--- src/rtl/pkt_egress_ctrl_if.sv ---
// Egress bundle: FIFO read port on one side, downstream word interface on the other.
// The controller takes the master modport; the FIFO/sink environment takes the slave one.
interface pkt_egress_ctrl_if #(
    parameter int DATA_WIDTH = 64,
    parameter int CTRL_WIDTH = 8
);
    logic                             fifo_empty;
    logic [CTRL_WIDTH+DATA_WIDTH-1:0] fifo_dout;
    logic                             fifo_reb;
    logic [DATA_WIDTH-1:0]            out_data;
    logic [CTRL_WIDTH-1:0]            out_ctrl;
    logic                             out_wr;
    logic                             out_rdy;

    modport master (
        input  fifo_empty,
        input  fifo_dout,
        output fifo_reb,
        output out_data,
        output out_ctrl,
        output out_wr,
        input  out_rdy
    );

    modport slave (
        output fifo_empty,
        output fifo_dout,
        input  fifo_reb,
        input  out_data,
        input  out_ctrl,
        input  out_wr,
        output out_rdy
    );
endinterface

--- src/rtl/pkt_egress_ctrl.sv ---
// Packet egress controller: drains FIFO words through a 2-entry skid buffer,
// tracks packet framing, gates new packets on pc_en and keeps statistics.
module pkt_egress_ctrl #(
    parameter int                    DATA_WIDTH = 64,
    parameter int                    CTRL_WIDTH = 8,
    parameter logic [CTRL_WIDTH-1:0] HDR_CTRL   = 8'hFF
) (
    input  logic                  clk,
    input  logic                  reset_n,
    input  logic                  pc_en,
    input  logic                  clr_stats,
    output logic [31:0]           pkt_count,
    output logic [31:0]           word_count,
    output logic [31:0]           err_count,
    pkt_egress_ctrl_if.master     eg
);

    localparam int W = DATA_WIDTH + CTRL_WIDTH;

    typedef enum logic [1:0] {
        IDLE,
        HDR,
        BODY,
        EOP_WORD
    } state_t;

    state_t                state_q;
    state_t                state_d;
    logic [W-1:0]          ent0_q;
    logic [W-1:0]          ent1_q;
    logic [1:0]            cnt_q;
    logic                  inflight_q;

    logic                  push;
    logic                  pop;
    logic                  reb;
    logic                  at_boundary;
    logic                  read_allowed;
    logic [2:0]            fill;
    logic [CTRL_WIDTH-1:0] push_ctrl;
    logic                  is_hdr;
    logic                  is_zero;
    logic                  pkt_inc;
    logic                  err_inc;

    assign push      = inflight_q;
    assign pop       = (cnt_q != 2'd0) & eg.out_rdy;
    assign push_ctrl = eg.fifo_dout[W-1:DATA_WIDTH];
    assign is_hdr    = (push_ctrl == HDR_CTRL);
    assign is_zero   = (push_ctrl == '0);

    // EOP_WORD is a one-cycle packet-end marker, so it counts as a boundary.
    assign at_boundary  = (state_q == IDLE) | (state_q == EOP_WORD);
    assign read_allowed = !(pc_en & at_boundary & !inflight_q);

    // Room is judged after this cycle's pop so a full-rate stream never stalls.
    assign fill = {1'b0, cnt_q} - {2'b00, pop} + {2'b00, inflight_q};
    assign reb  = reset_n & !eg.fifo_empty & (fill < 3'd2) & read_allowed;

    assign eg.fifo_reb = reb;
    assign eg.out_wr   = pop;
    assign eg.out_data = (cnt_q != 2'd0) ? ent0_q[DATA_WIDTH-1:0] : '0;
    assign eg.out_ctrl = (cnt_q != 2'd0) ? ent0_q[W-1:DATA_WIDTH] : '0;

    always_ff @(posedge clk or negedge reset_n) begin
        if (!reset_n) begin
            ent0_q     <= '0;
            ent1_q     <= '0;
            cnt_q      <= 2'd0;
            inflight_q <= 1'b0;
        end else begin
            inflight_q <= reb;
            case ({push, pop})
                2'b10: begin
                    if (cnt_q == 2'd0) ent0_q <= eg.fifo_dout;
                    else               ent1_q <= eg.fifo_dout;
                    cnt_q <= cnt_q + 2'd1;
                end
                2'b01: begin
                    ent0_q <= ent1_q;
                    ent1_q <= '0;
                    cnt_q  <= cnt_q - 2'd1;
                end
                2'b11: begin
                    if (cnt_q == 2'd1) begin
                        ent0_q <= eg.fifo_dout;
                    end else begin
                        ent0_q <= ent1_q;
                        ent1_q <= eg.fifo_dout;
                    end
                end
                default: ;
            endcase
        end
    end

    always_ff @(posedge clk or negedge reset_n) begin
        if (!reset_n) state_q <= IDLE;
        else          state_q <= state_d;
    end

    always_comb begin
        state_d = state_q;
        pkt_inc = 1'b0;
        err_inc = 1'b0;
        if (push) begin
            unique case (state_q)
                IDLE, EOP_WORD: begin
                    unique case (1'b1)
                        is_hdr:  state_d = HDR;
                        is_zero: begin
                            err_inc = 1'b1;
                            state_d = BODY;
                        end
                        default: begin
                            err_inc = 1'b1;
                            state_d = IDLE;
                        end
                    endcase
                end
                HDR: begin
                    unique case (1'b1)
                        is_hdr:  state_d = HDR;
                        is_zero: state_d = BODY;
                        default: begin
                            pkt_inc = 1'b1;
                            state_d = EOP_WORD;
                        end
                    endcase
                end
                BODY: begin
                    if (!is_zero) begin
                        pkt_inc = 1'b1;
                        err_inc = is_hdr;
                        state_d = IDLE;
                    end
                end
                default: state_d = IDLE;
            endcase
        end else if (state_q == EOP_WORD) begin
            state_d = IDLE;
        end
    end

    always_ff @(posedge clk or negedge reset_n) begin
        if (!reset_n) begin
            pkt_count  <= '0;
            word_count <= '0;
            err_count  <= '0;
        end else if (clr_stats) begin
            pkt_count  <= '0;
            word_count <= '0;
            err_count  <= '0;
        end else begin
            if (pkt_inc) pkt_count  <= pkt_count + 32'd1;
            if (pop)     word_count <= word_count + 32'd1;
            if (err_inc) err_count  <= err_count + 32'd1;
        end
    end

endmodule

--- src/flat_wrapper.sv ---
// flat-port wrapper written by rule: the top's interface ports become plain ports
module pkt_egress_ctrl_flat 
#(
    parameter int                    DATA_WIDTH = 64,
    parameter int                    CTRL_WIDTH = 8,
    parameter logic [CTRL_WIDTH-1:0] HDR_CTRL   = 8'hFF
)
  (clk, reset_n, pc_en, clr_stats, pkt_count, word_count, err_count, eg_fifo_empty, eg_fifo_dout, eg_fifo_reb, eg_out_data, eg_out_ctrl, eg_out_wr, eg_out_rdy);
  pkt_egress_ctrl_if #(.DATA_WIDTH(DATA_WIDTH), .CTRL_WIDTH(CTRL_WIDTH)) eg_i ();
  input  logic clk;
  input  logic reset_n;
  input  logic pc_en;
  input  logic clr_stats;
  output logic [31:0] pkt_count;
  output logic [31:0] word_count;
  output logic [31:0] err_count;
  input wire logic [$bits(eg_i.fifo_empty)-1:0] eg_fifo_empty;
  input wire logic [$bits(eg_i.fifo_dout)-1:0] eg_fifo_dout;
  output wire logic [$bits(eg_i.fifo_reb)-1:0] eg_fifo_reb;
  output wire logic [$bits(eg_i.out_data)-1:0] eg_out_data;
  output wire logic [$bits(eg_i.out_ctrl)-1:0] eg_out_ctrl;
  output wire logic [$bits(eg_i.out_wr)-1:0] eg_out_wr;
  input wire logic [$bits(eg_i.out_rdy)-1:0] eg_out_rdy;
  assign eg_i.fifo_empty = eg_fifo_empty;
  assign eg_i.fifo_dout = eg_fifo_dout;
  assign eg_fifo_reb = eg_i.fifo_reb;
  assign eg_out_data = eg_i.out_data;
  assign eg_out_ctrl = eg_i.out_ctrl;
  assign eg_out_wr = eg_i.out_wr;
  assign eg_i.out_rdy = eg_out_rdy;
  pkt_egress_ctrl #(.DATA_WIDTH(DATA_WIDTH), .CTRL_WIDTH(CTRL_WIDTH), .HDR_CTRL(HDR_CTRL)) u_core (.clk(clk), .reset_n(reset_n), .pc_en(pc_en), .clr_stats(clr_stats), .pkt_count(pkt_count), .word_count(word_count), .err_count(err_count), .eg(eg_i));
endmodule
--- config.mk ---
export PLATFORM = sky130hd
export DESIGN_NAME = pkt_egress_ctrl_flat
export DESIGN_NICKNAME = d
export VERILOG_FILES = /design/src/rtl/pkt_egress_ctrl_if.sv /design/src/rtl/pkt_egress_ctrl.sv /design/src/flat_wrapper.sv
export SDC_FILE = /design/constraint.sdc
export NUM_CORES = 1
export LEC_CHECK = 0
export CELL_PAD_IN_SITES_DETAIL_PLACEMENT = 0
export CELL_PAD_IN_SITES_GLOBAL_PLACEMENT = 1
export CORE_AREA = 2 2 228 140
export DETAILED_ROUTE_END_ITERATION = 10
export DIE_AREA = 0 0 230 142
export PLACE_DENSITY_LB_ADDON = 0.1
export SLEW_MARGIN = 10
export SYNTH_ARGS = -nofsm -noshare
export SYNTH_HDL_FRONTEND = slang
export SYNTH_SLANG_ARGS = --single-unit
--- constraint.sdc ---
create_clock -name clk -period 5.15 [get_ports clk]
set_clock_uncertainty 0.1 [all_clocks]
set_input_delay 1.03 -clock clk [delete_from_list [all_inputs] [get_ports clk]]
set_output_delay 1.03 -clock clk [all_outputs]
set_load 0.02 [all_outputs]
==> results.py, run 1 <==
metrics = {
    "run_status": {
        "status": "finished, final reports clean",
    },
    "die": {
        "die_w_um": 230,
        "row_count": 50,
        "die_h_um": 142,
        "die_area_sq_um": 32700,
        "top_level_ports": 248,
        "start_util_pct": 39.4,
        "core_area_sq_um": 30700,
    },
    "finish": {
        "mostFrequentLayoutCell": "nand2_1",
        "final_cell_area_sq_um": 15900,
        "fin_cells": 1961,
        "finish.net_count": 1610,
        "final_cell_mix": "nand2_1 (251), clkdlybuf4s50_1 (245), dfrtp_1 (245)",
        "fill_cells": 2894,
        "area_growth_pct": 31.5,
        "post_route_cells_drive_above_1_share_pct": 5.51,
    },
    "cts": {
        "cts_tree": "yes",
        "clkSlewWorstSetupHoldPaths_ns": 0.06,
        "h-tree-depth": 1,
        "root_buffer": "clkbuf_16",
        "hold_buffers": 0,
        "clk_latency_ns": 0.55,
        "post_cts.repair.setup_buffers": 0,
        "cts_buffers": 27,
        "cts_sinks": 245,
        "cts_resized": 0,
        "clock_path_buffers": 3,
    },
    "timing": {
        "setup_viol": 0,
        "holdWs_ns": 0.282,
        "fin_setup_tns_ns": 0,
        "fin_crit_sh_pct": 93.4,
        "finalHoldViolCount": 0,
        "fin_crit_ns": 4.81,
        "rsz0062_at_grt": "no",
        "tightest_slew_ns": 1.07,
        "max_freq_mhz": 208,
        "finalMaxSlewViolations": 0,
        "slew_headroom_pct": 28.5,
    },
    "worst_setup_path": {
        "critPathKind": "in -> out",
        "start_kind": "input port",
        "timing.rr.start": "u_core.cnt_q[1]",
        "cpMostUsedCell": "clkdlybuf4s50_1",
        "r2r_cells": 8,
        "r2r-end": "u_core.word_count[18]",
        "crit_path_max_incr_delay_ns": 0.71,
        "slowest_stage": "clkdlybuf4s50_1",
        "crit_fanout": 4,
        "setup.worst_path.end_class": "output pin",
        "r2r_slack_ns": 1.96,
        "critPathBufInv": 2,
        "path_delay_family": "buffers and inverters",
        "critPathRequiredTime_ns": 4.02,
        "worstPathCellList": "clkdlybuf4s50_1, nor2b_1, and2_1, o21ai_0, fa_1, nand2_1, nor4_1, clkdlybuf4s50_1",
        "cp.arrival_ns": 3.68,
    },
    "synthesis": {
        "synthCells": 1308,
        "synth-seq-area-share_pct": 50.8,
        "synth.area.top_cells": "dfrtp_1 (51%), nand2_1 (7.8%), mux2i_1 (6.1%), o21ai_0 (4.4%), nand3_1 (4.3%)",
        "synthXorXnorAreaFrac_pct": 4.50,
        "synth_top_family_by_area": "simple AND/OR/NAND/NOR gates",
        "ys_ff_latch": 245,
        "synth_fa_ha_area_share_pct": 1.10,
        "syn_nets": 1396,
        "synthDominantCellAreaShare_pct": 50.8,
        "yosys.area_share.simple_pct": 26.1,
        "ys_types": 46,
        "synth_mux_area_share_pct": 6.24,
        "yosys.area.top_type": "dfrtp_1",
        "synth_compound_area_share_pct": 7.92,
        "synth_area_sq_um": 12100,
        "syn_avg_cell_area_sq_um": 9.23,
        "ys_warn_count": 0,
    },
    "drt": {
        "final_antenna_net_count": 0,
        "vias": 9979,
        "avgViaCountPerCell": 5.09,
        "drc_errors": 0,
        "drt_iter0_markers": 620,
        "drt-total-wl_mm": 33.8,
        "avgRoutedWirePerCell_um": 17.3,
        "first_pass_iters": 4,
    },
    "placed_design": {
        "dpl.hpwl_mm": 22.1,
        "placed_area_sq_um": 15000,
        "gp_congestion": 0.810,
        "dpl.cell_count": 1909,
        "io_buffers": 247,
    },
    "power_and_ir_drop": {
        "static-leakage-power_nw": 6.97,
        "power.density_nw_per_um2": 469,
        "ir_worst_vdd_v": 0.000254,
        "comb_power_share_pct": 36.3,
        "clkPwrFrac_pct": 26.7,
        "p_sw_mw": 2.66,
        "internal_power_mw": 4.79,
        "seq_power_share_pct": 36.9,
        "netSwitchingFraction_pct": 35.7,
    },
    "min_path": {
        "hp-class": "in -> async",
    },
    "global_routing": {
        "grt_overflow": 0,
        "grt_pass1_wl_mm": 54.4,
        "antenna_found_initial": 3,
        "grt_max_degree": 98,
        "track_usage_pct": 20.7,
        "grt_pass1_vias": 9644,
    },
    "flow_run": {
        "cap_violations": 0,
    },
}
-- kinds of logic (layout without fill, tap and decap cells) --
family / Yosys count / in the layout
and+or+nand+nor: 641 / 641
adders and majority gates: 10 / 10
DFF: 245 / 245
buffers and inverters: 103 / 337
muxes: 75 / 75
AOI/OAI and AO/OA: 172 / 172
xor gates and xnor gates: 62 / 62
other: 0 / 3
-- metal layers --
layer  wire length [um]  vias up  GRT usage (%)  part of all wire, %
li1                   -     4913              -                    -
met1              17000     4838           31.5                   50
met3               1550       42           4.17                  4.6
met4                601        0           4.45                  1.8
met2              14600      186           30.1                   43
met5                  0        -              0                    0
-- cell usage after synthesis (all sizes together) --
cell     number
a211o         1
a211oi        1
a21o          1
a21oi        36
a41o          1
and2          7
and3         11
and4          8
and4b         1
buf          12
clkbuf       70
dfrtp       245
fa            1
ha            9
inv          21
mux2          2
mux2i        73
nand2       253
nand2b        1
nand3       105
nand3b        2
nand4        23
nand4b        5
nor2         73
nor2b        76
nor3         21
nor4         17
o2111ai       8
o211ai        9
o21ai       106
o311ai        1
o31ai         8
or3          26
or4          12
xnor2        31
xor2         31
-- power by group through the flow --
stage	logic, mW	clock network, mW	registers (mW)
2_1_floorplan	1.64	0	2.72
3_3_place_gp	2.72	0	2.77
3_5_place_dp	2.75	0	2.79
4_1_cts	2.76	2.05	2.75
5_1_grt	2.99	2.13	2.83
6_report	2.71	1.99	2.75
-- sequential cells by signal, summed over array words and instances (netlist names) --
signal / flops
u_core.ent0_q: 72
u_core.cnt_q: 2
u_core.state_q: 2
u_core.pkt_count: 32
u_core.err_count: 32
u_core.inflight_q: 1
u_core.ent1_q: 72
u_core.word_count: 32
-- how the worst max path moves through the flow --
stage | start | end | slack [ns] | depth (start not counted)
global route | eg_out_rdy | eg_fifo_reb | 0.17 | 8
detailed placement | eg_out_rdy | eg_fifo_reb | 0.29 | 8
finish | eg_out_rdy | eg_fifo_reb | 0.34 | 8
global placement | eg_out_rdy | eg_fifo_reb | 0.32 | 8
CTS | eg_out_rdy | eg_fifo_reb | 0.26 | 8
floorplan | eg_out_rdy | eg_fifo_reb | 0.65 | 8
-- final cells by class --
type | count | area [sq um] | area share [%]
Clock inverter | 10 | 115 | 0.725
Multi-Input combinational cell | 960 | 5580 | 35.2
Sequential cell | 245 | 6130 | 38.6
Inverter | 21 | 78.8 | 0.497
Tap cell | 416 | 520 | 3.28
Antenna cell | 3 | 7.51 | 0.0473
Timing Repair Buffer | 267 | 2650 | 16.7
Clock buffer | 39 | 791 | 4.98
-- per-stage QoR --
stage / total power, mW / setup slack, ns / utilization [%]
4_1_cts: 7.56 / 0.261 / 51.7
5_1_grt: 7.95 / 0.171 / 51.8
6_report: 7.45 / 0.340 / 51.8
2_1_floorplan: 4.36 / 0.653 / -
3_3_place_gp: 5.49 / 0.319 / 48.8
3_5_place_dp: 5.54 / 0.291 / 48.8
No activity file was read; power rests on OpenSTA's default activity.
==> run 2: changes to the inputs <==
HOLD_SLACK_MARGIN = 0.15   (was not set)
==> results of run 2 <==
The final DEF is identical to that of run 1; final timing and power are the same.
